<file path="config.mk">
export PLATFORM = sky130hd
export DESIGN_NAME = pipe_mem_arbiter_flat
export DESIGN_NICKNAME = d
export VERILOG_FILES = /design/src/rtl/pipe_mem_arbiter_if.sv /design/src/rtl/pipe_mem_arbiter.sv /design/src/flat_wrapper.sv
export SDC_FILE = /design/constraint.sdc
export NUM_CORES = 1
export LEC_CHECK = 0
export ABC_AREA = 0
export BUFFER_PORTS_ARGS = -buffer_cell sky130_fd_sc_hd__buf_2
export CORE_AREA = 2 2 110 112
export DETAILED_ROUTE_END_ITERATION = 6
export DIE_AREA = 0 0 112 114
export GPL_ROUTABILITY_DRIVEN = 0
export MAX_ROUTING_LAYER = met4
export PLACE_DENSITY = 0.75
export RECOVER_POWER = 100
export SLEW_MARGIN = 5
export SYNTH_ARGS = -nofsm -noshare
export SYNTH_HDL_FRONTEND = slang
export SYNTH_SLANG_ARGS = --single-unit
</file>
<file path="constraint.sdc">
create_clock -name clk1 -period 6.64 [get_ports clk1]
set_input_delay 0.664 -clock clk1 [delete_from_list [all_inputs] [get_ports clk1]]
set_output_delay 0.664 -clock clk1 [all_outputs]
set_load 0.005 [all_outputs]
</file>
<file path="src/rtl/pipe_mem_arbiter_if.sv">
// pipe_mem_arbiter_if: request/grant bundle between the pipe_MIPS32 core ports
// (fetch, data, loader), the arbiter, and the single-port memory.
//   master : environment side (core stages, loader, memory read data)
//   slave  : arbiter side (grants, read returns, memory command, fetch stall)
interface pipe_mem_arbiter_if #(
    parameter int AW = 10,
    parameter int DW = 32
);
    logic          halted;
    // fetch port (read-only)
    logic          if_req;
    logic [AW-1:0] if_addr;
    logic          if_gnt;
    logic          if_rvalid;
    logic [DW-1:0] if_rdata;
    // data port
    logic          dm_req;
    logic          dm_we;
    logic [AW-1:0] dm_addr;
    logic [DW-1:0] dm_wdata;
    logic          dm_gnt;
    logic          dm_rvalid;
    logic [DW-1:0] dm_rdata;
    // loader/debug port
    logic          ld_req;
    logic          ld_we;
    logic [AW-1:0] ld_addr;
    logic [DW-1:0] ld_wdata;
    logic          ld_gnt;
    logic          ld_rvalid;
    logic [DW-1:0] ld_rdata;
    // memory command / return
    logic          mem_en;
    logic          mem_we;
    logic [AW-1:0] mem_addr;
    logic [DW-1:0] mem_wdata;
    logic [DW-1:0] mem_rdata;
    logic          fetch_stall;

    modport master (
        output halted,
        output if_req, if_addr,
        input  if_gnt, if_rvalid, if_rdata,
        output dm_req, dm_we, dm_addr, dm_wdata,
        input  dm_gnt, dm_rvalid, dm_rdata,
        output ld_req, ld_we, ld_addr, ld_wdata,
        input  ld_gnt, ld_rvalid, ld_rdata,
        input  mem_en, mem_we, mem_addr, mem_wdata,
        output mem_rdata,
        input  fetch_stall
    );

    modport slave (
        input  halted,
        input  if_req, if_addr,
        output if_gnt, if_rvalid, if_rdata,
        input  dm_req, dm_we, dm_addr, dm_wdata,
        output dm_gnt, dm_rvalid, dm_rdata,
        input  ld_req, ld_we, ld_addr, ld_wdata,
        output ld_gnt, ld_rvalid, ld_rdata,
        output mem_en, mem_we, mem_addr, mem_wdata,
        input  mem_rdata,
        output fetch_stall
    );
endinterface

</file>
<file path="src/rtl/pipe_mem_arbiter.sv">
// pipe_mem_arbiter: shares one synchronous single-port memory between the IF
// fetch port, the MEM data port and a loader port usable only while halted.
// Ports:
//   clk1 - clock (rising edge)      rst - async active-high reset
//   bus  - pipe_mem_arbiter_if.slave: per-port req/gnt, read returns,
//          memory command, fetch_stall
// Grants are combinational (transfer completes in the grant cycle); read data
// returns one cycle later straight from mem_rdata, and is held afterwards.
module pipe_mem_arbiter #(
    parameter int AW         = 10,
    parameter int DW         = 32,
    parameter int STARVE_MAX = 4
) (
    input  logic                  clk1,
    input  logic                  rst,
    pipe_mem_arbiter_if.slave     bus
);
    localparam logic [3:0] SMAX = 4'(STARVE_MAX);

    typedef enum logic [1:0] {RUN, DRAIN, LOAD} mode_t;
    typedef enum logic [1:0] {OWN_NONE, OWN_IF, OWN_DM, OWN_LD} own_t;

    mode_t         mode;
    own_t          owner;
    logic [3:0]    starve_cnt;
    logic [DW-1:0] if_rd_q, dm_rd_q, ld_rd_q;
    logic          g_if, g_dm, g_ld;

    // One winner per cycle. No grants while reset is held so nothing reaches
    // memory before the mode/owner state is valid.
    always_comb begin
        g_if = 1'b0;
        g_dm = 1'b0;
        g_ld = 1'b0;
        if (!rst) begin
            case (mode)
                RUN: begin
                    if (bus.if_req && starve_cnt == SMAX) g_if = 1'b1;
                    else if (bus.dm_req)                  g_dm = 1'b1;
                    else if (bus.if_req)                  g_if = 1'b1;
                end
                LOAD:    g_ld = bus.ld_req;
                default: ;  // DRAIN: let the in-flight read return, grant nothing
            endcase
        end
    end

    always_comb begin
        bus.mem_en    = g_if | g_dm | g_ld;
        bus.mem_we    = 1'b0;
        bus.mem_addr  = '0;
        bus.mem_wdata = '0;
        if (g_if) begin
            bus.mem_addr  = bus.if_addr;
        end else if (g_dm) begin
            bus.mem_we    = bus.dm_we;
            bus.mem_addr  = bus.dm_addr;
            bus.mem_wdata = bus.dm_wdata;
        end else if (g_ld) begin
            bus.mem_we    = bus.ld_we;
            bus.mem_addr  = bus.ld_addr;
            bus.mem_wdata = bus.ld_wdata;
        end
    end

    assign bus.if_gnt      = g_if;
    assign bus.dm_gnt      = g_dm;
    assign bus.ld_gnt      = g_ld;
    assign bus.fetch_stall = bus.if_req & ~g_if;

    // Return cycle: owner's rdata passes mem_rdata through, otherwise the
    // last captured word is held.
    assign bus.if_rvalid = (owner == OWN_IF);
    assign bus.dm_rvalid = (owner == OWN_DM);
    assign bus.ld_rvalid = (owner == OWN_LD);
    assign bus.if_rdata  = (owner == OWN_IF) ? bus.mem_rdata : if_rd_q;
    assign bus.dm_rdata  = (owner == OWN_DM) ? bus.mem_rdata : dm_rd_q;
    assign bus.ld_rdata  = (owner == OWN_LD) ? bus.mem_rdata : ld_rd_q;

    always_ff @(posedge clk1 or posedge rst) begin
        if (rst) begin
            mode       <= RUN;
            owner      <= OWN_NONE;
            starve_cnt <= '0;
            if_rd_q    <= '0;
            dm_rd_q    <= '0;
            ld_rd_q    <= '0;
        end else begin
            case (mode)
                RUN:     if (bus.halted && bus.ld_req) mode <= DRAIN;
                DRAIN:   mode <= bus.halted ? LOAD : RUN;
                LOAD:    if (!bus.halted) mode <= RUN;
                default: mode <= RUN;
            endcase

            if (mode == RUN) begin
                if (bus.if_req && !g_if)
                    starve_cnt <= (starve_cnt == SMAX) ? SMAX : starve_cnt + 4'd1;
                else
                    starve_cnt <= '0;
            end

            if (owner == OWN_IF) if_rd_q <= bus.mem_rdata;
            if (owner == OWN_DM) dm_rd_q <= bus.mem_rdata;
            if (owner == OWN_LD) ld_rd_q <= bus.mem_rdata;

            if (g_if)                    owner <= OWN_IF;
            else if (g_dm && !bus.dm_we) owner <= OWN_DM;
            else if (g_ld && !bus.ld_we) owner <= OWN_LD;
            else                         owner <= OWN_NONE;
        end
    end
endmodule

</file>
<file path="src/flat_wrapper.sv">
// flat-port wrapper written by rule: the top's interface ports become plain ports
module pipe_mem_arbiter_flat 
#(
    parameter int AW         = 10,
    parameter int DW         = 32,
    parameter int STARVE_MAX = 4
)
  (clk1, rst, bus_halted, bus_if_req, bus_if_addr, bus_if_gnt, bus_if_rvalid, bus_if_rdata, bus_dm_req, bus_dm_we, bus_dm_addr, bus_dm_wdata, bus_dm_gnt, bus_dm_rvalid, bus_dm_rdata, bus_ld_req, bus_ld_we, bus_ld_addr, bus_ld_wdata, bus_ld_gnt, bus_ld_rvalid, bus_ld_rdata, bus_mem_en, bus_mem_we, bus_mem_addr, bus_mem_wdata, bus_mem_rdata, bus_fetch_stall);
  pipe_mem_arbiter_if #(.AW(AW), .DW(DW)) bus_i ();
  input  logic clk1;
  input  logic rst;
  input wire logic [$bits(bus_i.halted)-1:0] bus_halted;
  input wire logic [$bits(bus_i.if_req)-1:0] bus_if_req;
  input wire logic [$bits(bus_i.if_addr)-1:0] bus_if_addr;
  output wire logic [$bits(bus_i.if_gnt)-1:0] bus_if_gnt;
  output wire logic [$bits(bus_i.if_rvalid)-1:0] bus_if_rvalid;
  output wire logic [$bits(bus_i.if_rdata)-1:0] bus_if_rdata;
  input wire logic [$bits(bus_i.dm_req)-1:0] bus_dm_req;
  input wire logic [$bits(bus_i.dm_we)-1:0] bus_dm_we;
  input wire logic [$bits(bus_i.dm_addr)-1:0] bus_dm_addr;
  input wire logic [$bits(bus_i.dm_wdata)-1:0] bus_dm_wdata;
  output wire logic [$bits(bus_i.dm_gnt)-1:0] bus_dm_gnt;
  output wire logic [$bits(bus_i.dm_rvalid)-1:0] bus_dm_rvalid;
  output wire logic [$bits(bus_i.dm_rdata)-1:0] bus_dm_rdata;
  input wire logic [$bits(bus_i.ld_req)-1:0] bus_ld_req;
  input wire logic [$bits(bus_i.ld_we)-1:0] bus_ld_we;
  input wire logic [$bits(bus_i.ld_addr)-1:0] bus_ld_addr;
  input wire logic [$bits(bus_i.ld_wdata)-1:0] bus_ld_wdata;
  output wire logic [$bits(bus_i.ld_gnt)-1:0] bus_ld_gnt;
  output wire logic [$bits(bus_i.ld_rvalid)-1:0] bus_ld_rvalid;
  output wire logic [$bits(bus_i.ld_rdata)-1:0] bus_ld_rdata;
  output wire logic [$bits(bus_i.mem_en)-1:0] bus_mem_en;
  output wire logic [$bits(bus_i.mem_we)-1:0] bus_mem_we;
  output wire logic [$bits(bus_i.mem_addr)-1:0] bus_mem_addr;
  output wire logic [$bits(bus_i.mem_wdata)-1:0] bus_mem_wdata;
  input wire logic [$bits(bus_i.mem_rdata)-1:0] bus_mem_rdata;
  output wire logic [$bits(bus_i.fetch_stall)-1:0] bus_fetch_stall;
  assign bus_i.halted = bus_halted;
  assign bus_i.if_req = bus_if_req;
  assign bus_i.if_addr = bus_if_addr;
  assign bus_if_gnt = bus_i.if_gnt;
  assign bus_if_rvalid = bus_i.if_rvalid;
  assign bus_if_rdata = bus_i.if_rdata;
  assign bus_i.dm_req = bus_dm_req;
  assign bus_i.dm_we = bus_dm_we;
  assign bus_i.dm_addr = bus_dm_addr;
  assign bus_i.dm_wdata = bus_dm_wdata;
  assign bus_dm_gnt = bus_i.dm_gnt;
  assign bus_dm_rvalid = bus_i.dm_rvalid;
  assign bus_dm_rdata = bus_i.dm_rdata;
  assign bus_i.ld_req = bus_ld_req;
  assign bus_i.ld_we = bus_ld_we;
  assign bus_i.ld_addr = bus_ld_addr;
  assign bus_i.ld_wdata = bus_ld_wdata;
  assign bus_ld_gnt = bus_i.ld_gnt;
  assign bus_ld_rvalid = bus_i.ld_rvalid;
  assign bus_ld_rdata = bus_i.ld_rdata;
  assign bus_mem_en = bus_i.mem_en;
  assign bus_mem_we = bus_i.mem_we;
  assign bus_mem_addr = bus_i.mem_addr;
  assign bus_mem_wdata = bus_i.mem_wdata;
  assign bus_i.mem_rdata = bus_mem_rdata;
  assign bus_fetch_stall = bus_i.fetch_stall;
  pipe_mem_arbiter #(.AW(AW), .DW(DW), .STARVE_MAX(STARVE_MAX)) u_core (.clk1(clk1), .rst(rst), .bus(bus_i));
endmodule
</file>
==> flow_summary.toml <==
[sta]
setup-tns-final_ns = 0
max_freq_mhz = 221
finalClockSkew_ns = 0.00892
fin_hold_ws_ns = 0.483
drv_slew = 103
timing_hold_violations_final = 0
slew-limit-headroom_pct = -122
rsz0062_at_grt = "no"
timing.final.crit_share_pct = 68.2
tightestPinTransition_ns = 3.33
fin_crit_ns = 4.53
setup_viol_count_final = 0

[layout]
drive_gt1_share_pct = 43.9
ff_latch_area_sq_um = 2600
layout_common_cells = "buf_2, dfrtp_1, mux2_1"
multiInputGateArea_sq_um = 1780
fill_cells = 1065
syn2layout_area_growth_pct = 36.8
final_net_count = 726
final_cells = 743
utilization_pct = 53.3
finish.instance_area_sq_um = 6240
layout.cells.most_common = "buf_2"

[synth]
synth_top_area_share_pct = 57.0
yosysSeqAreaShare_pct = 57.0
yosysUniqueCellTypes = 33
synthArstFlopShare_pct = 100
postSynthCellCount = 318
synth_area_sq_um = 4560
yosysWarnings = 0
synthTopCellsByArea = "dfrtp_1, mux2_2, a22o_1"
synth_seq_cells = 104
synth_ff_type = "dfrtp_1"
synth_edf_count = 0
avgSynthCellArea_sq_um = 14.3
yosysTopAreaCell = "dfrtp_1"
syn-num-nets = 454

[routing]
dr.pass1.iters = 4
ant_nets = 0
vias_per_cell = 5.15
vias = 3824
wl_um = 14900
drtIter0Drc = 323
post_drt_wl_per_cell_um = 20.0
drc = 0

[die]
die_h_um = 114
io_pins = 281
dieArea_sq_um = 12800
start_util_pct = 39.0
die_w_um = 112
num_rows = 40
core_sq_um = 11700

[clocking]
cts_tree = "done"
cts_root_buffer = "clkbuf_16"
worstSkewPairLatency_ns = 0.35
postCtsHoldBufs = 0
clock-sinks = 104
cts_buffers = 9
clk_pin_slew_worst_paths_ns = 0.07
cts.htree.levels = 3
cts_setup_buffers = 0
cts_buffer_depth = 2
post_cts_resized = 0

[power]
power_density_nw_per_um2 = 323
vdd_ir_drop_max_uv = 218
leakage_nw = 3.08

[setup_path]
cp_top_family = "simple AND/OR/NAND/NOR gates"
cp.required_ns = 5.98
cpPeakStageDelay_ns = 2.45
arrival_ns = 3.86
start_kind = "flop"
worstSetupPathType = "reg2out"
reg2reg_slack_ns = 3.16
cp_cell_sequence = "nor2b_1 > mux2_2 > clkbuf_1"
end_kind = "output pin"
crit_buf_inv = 1
cpMaxStageDelayCell = "nor2b_1"
path_max_fanout = 33

[run_status]
status = "finished with violations"
failed_checks = "max-capacitance violations, max-slew violations"

[placement]
io_buffers = 280
place_area_sq_um = 6050
hpwl_um = 11600
dp.cells = 726

[grt]
grtUsageTotal_pct = 23.3
gr-total-overflow = 0
grt_max_degree = 87
grt_pass1_wl_um = 21800
antenna_found_initial = 4
grt_pass1_vias = 3951

[flow_run]
cap_violations = 4

[worst_hold_path]
min_path_type = "in2async"
## layer usage
layer	vias up	track usage, %	wire length, um
met5	-	-	0
met4	0	7.15	316
met3	28	5.47	1080
met2	189	41.3	7920
met1	1886	26.4	5550
li1	1721	-	-
## worst register-to-register path: stages, from the launching register on
cell and delay, ns:
dfrtp_1 0.39, nor2b_1 2.45, mux2_2 0.52
## cell families after synthesis
logic type / synth area share, %
flops: 57.0
mux: 23.7
compound gates: 11.0
buf+inv: 3.43
simple gates: 4.06
fa+ha+maj: 0.548
xor+xnor: 0.192
## path summary, 6_finish.rpt
check | endpoint | cells past startpoint | from
min in group clk1 | u_core.if_rd_q[9] | 1 | u_core.if_rd_q[9]
worst min register to register | u_core.if_rd_q[9] | 1 | u_core.if_rd_q[9]
worst min-delay path | u_core.dm_rd_q[31] | 2 | rst
worst max-delay path | bus_if_rdata[13] | 3 | u_core.owner[1]
max in group asynchronous | u_core.dm_rd_q[18] | 3 | rst
worst max register to register | u_core.if_rd_q[13] | 2 | u_core.owner[1]
## metrics by stage
| step | worst slack, ns | power [mW] |
|---|---|---|
| 2_1_floorplan | 1.88 | 1.24 |
| 3_3_place_gp | 2.97 | 1.54 |
| 3_5_place_dp | 2.87 | 1.58 |
| 4_1_cts | 2.88 | 2.11 |
| 5_1_grt | 1.83 | 2.14 |
| 6_report | 2.11 | 2.02 |
## registers in the layout, summed over array words and instances, names as in the netlist
name and cells:
u_core.dm_rd_q 32, u_core.if_rd_q 32, u_core.starve_cnt 4, u_core.ld_rd_q 32
u_core.mode 2, u_core.owner 2
## cell type report
cell class / instances / share of cell area, %
clock buffer: 9 / 3.61
multi-input combinational: 184 / 28.4
antenna: 2 / 0.0802
inverter: 9 / 0.561
sequential: 104 / 41.7
timing repair buffer: 282 / 21.6
clock inverter: 6 / 1.10
tap: 147 / 2.95
## synthesized netlist by cell type, drive strengths merged (3+ instances only)
cell type	instances
a221o	10
a22o	33
o21ai	4
dfrtp	104
mux2	96
buf	19
and3	3
and2	12
inv	9
## power by group
part / total (mW) / internal (mW) / switching (mW)
logic: 0.599 / 0.297 / 0.302
registers: 0.896 / 0.839 / 0.0575
clock network: 0.522 / 0.292 / 0.230
Note: power is estimated with default switching activity, not from simulation.
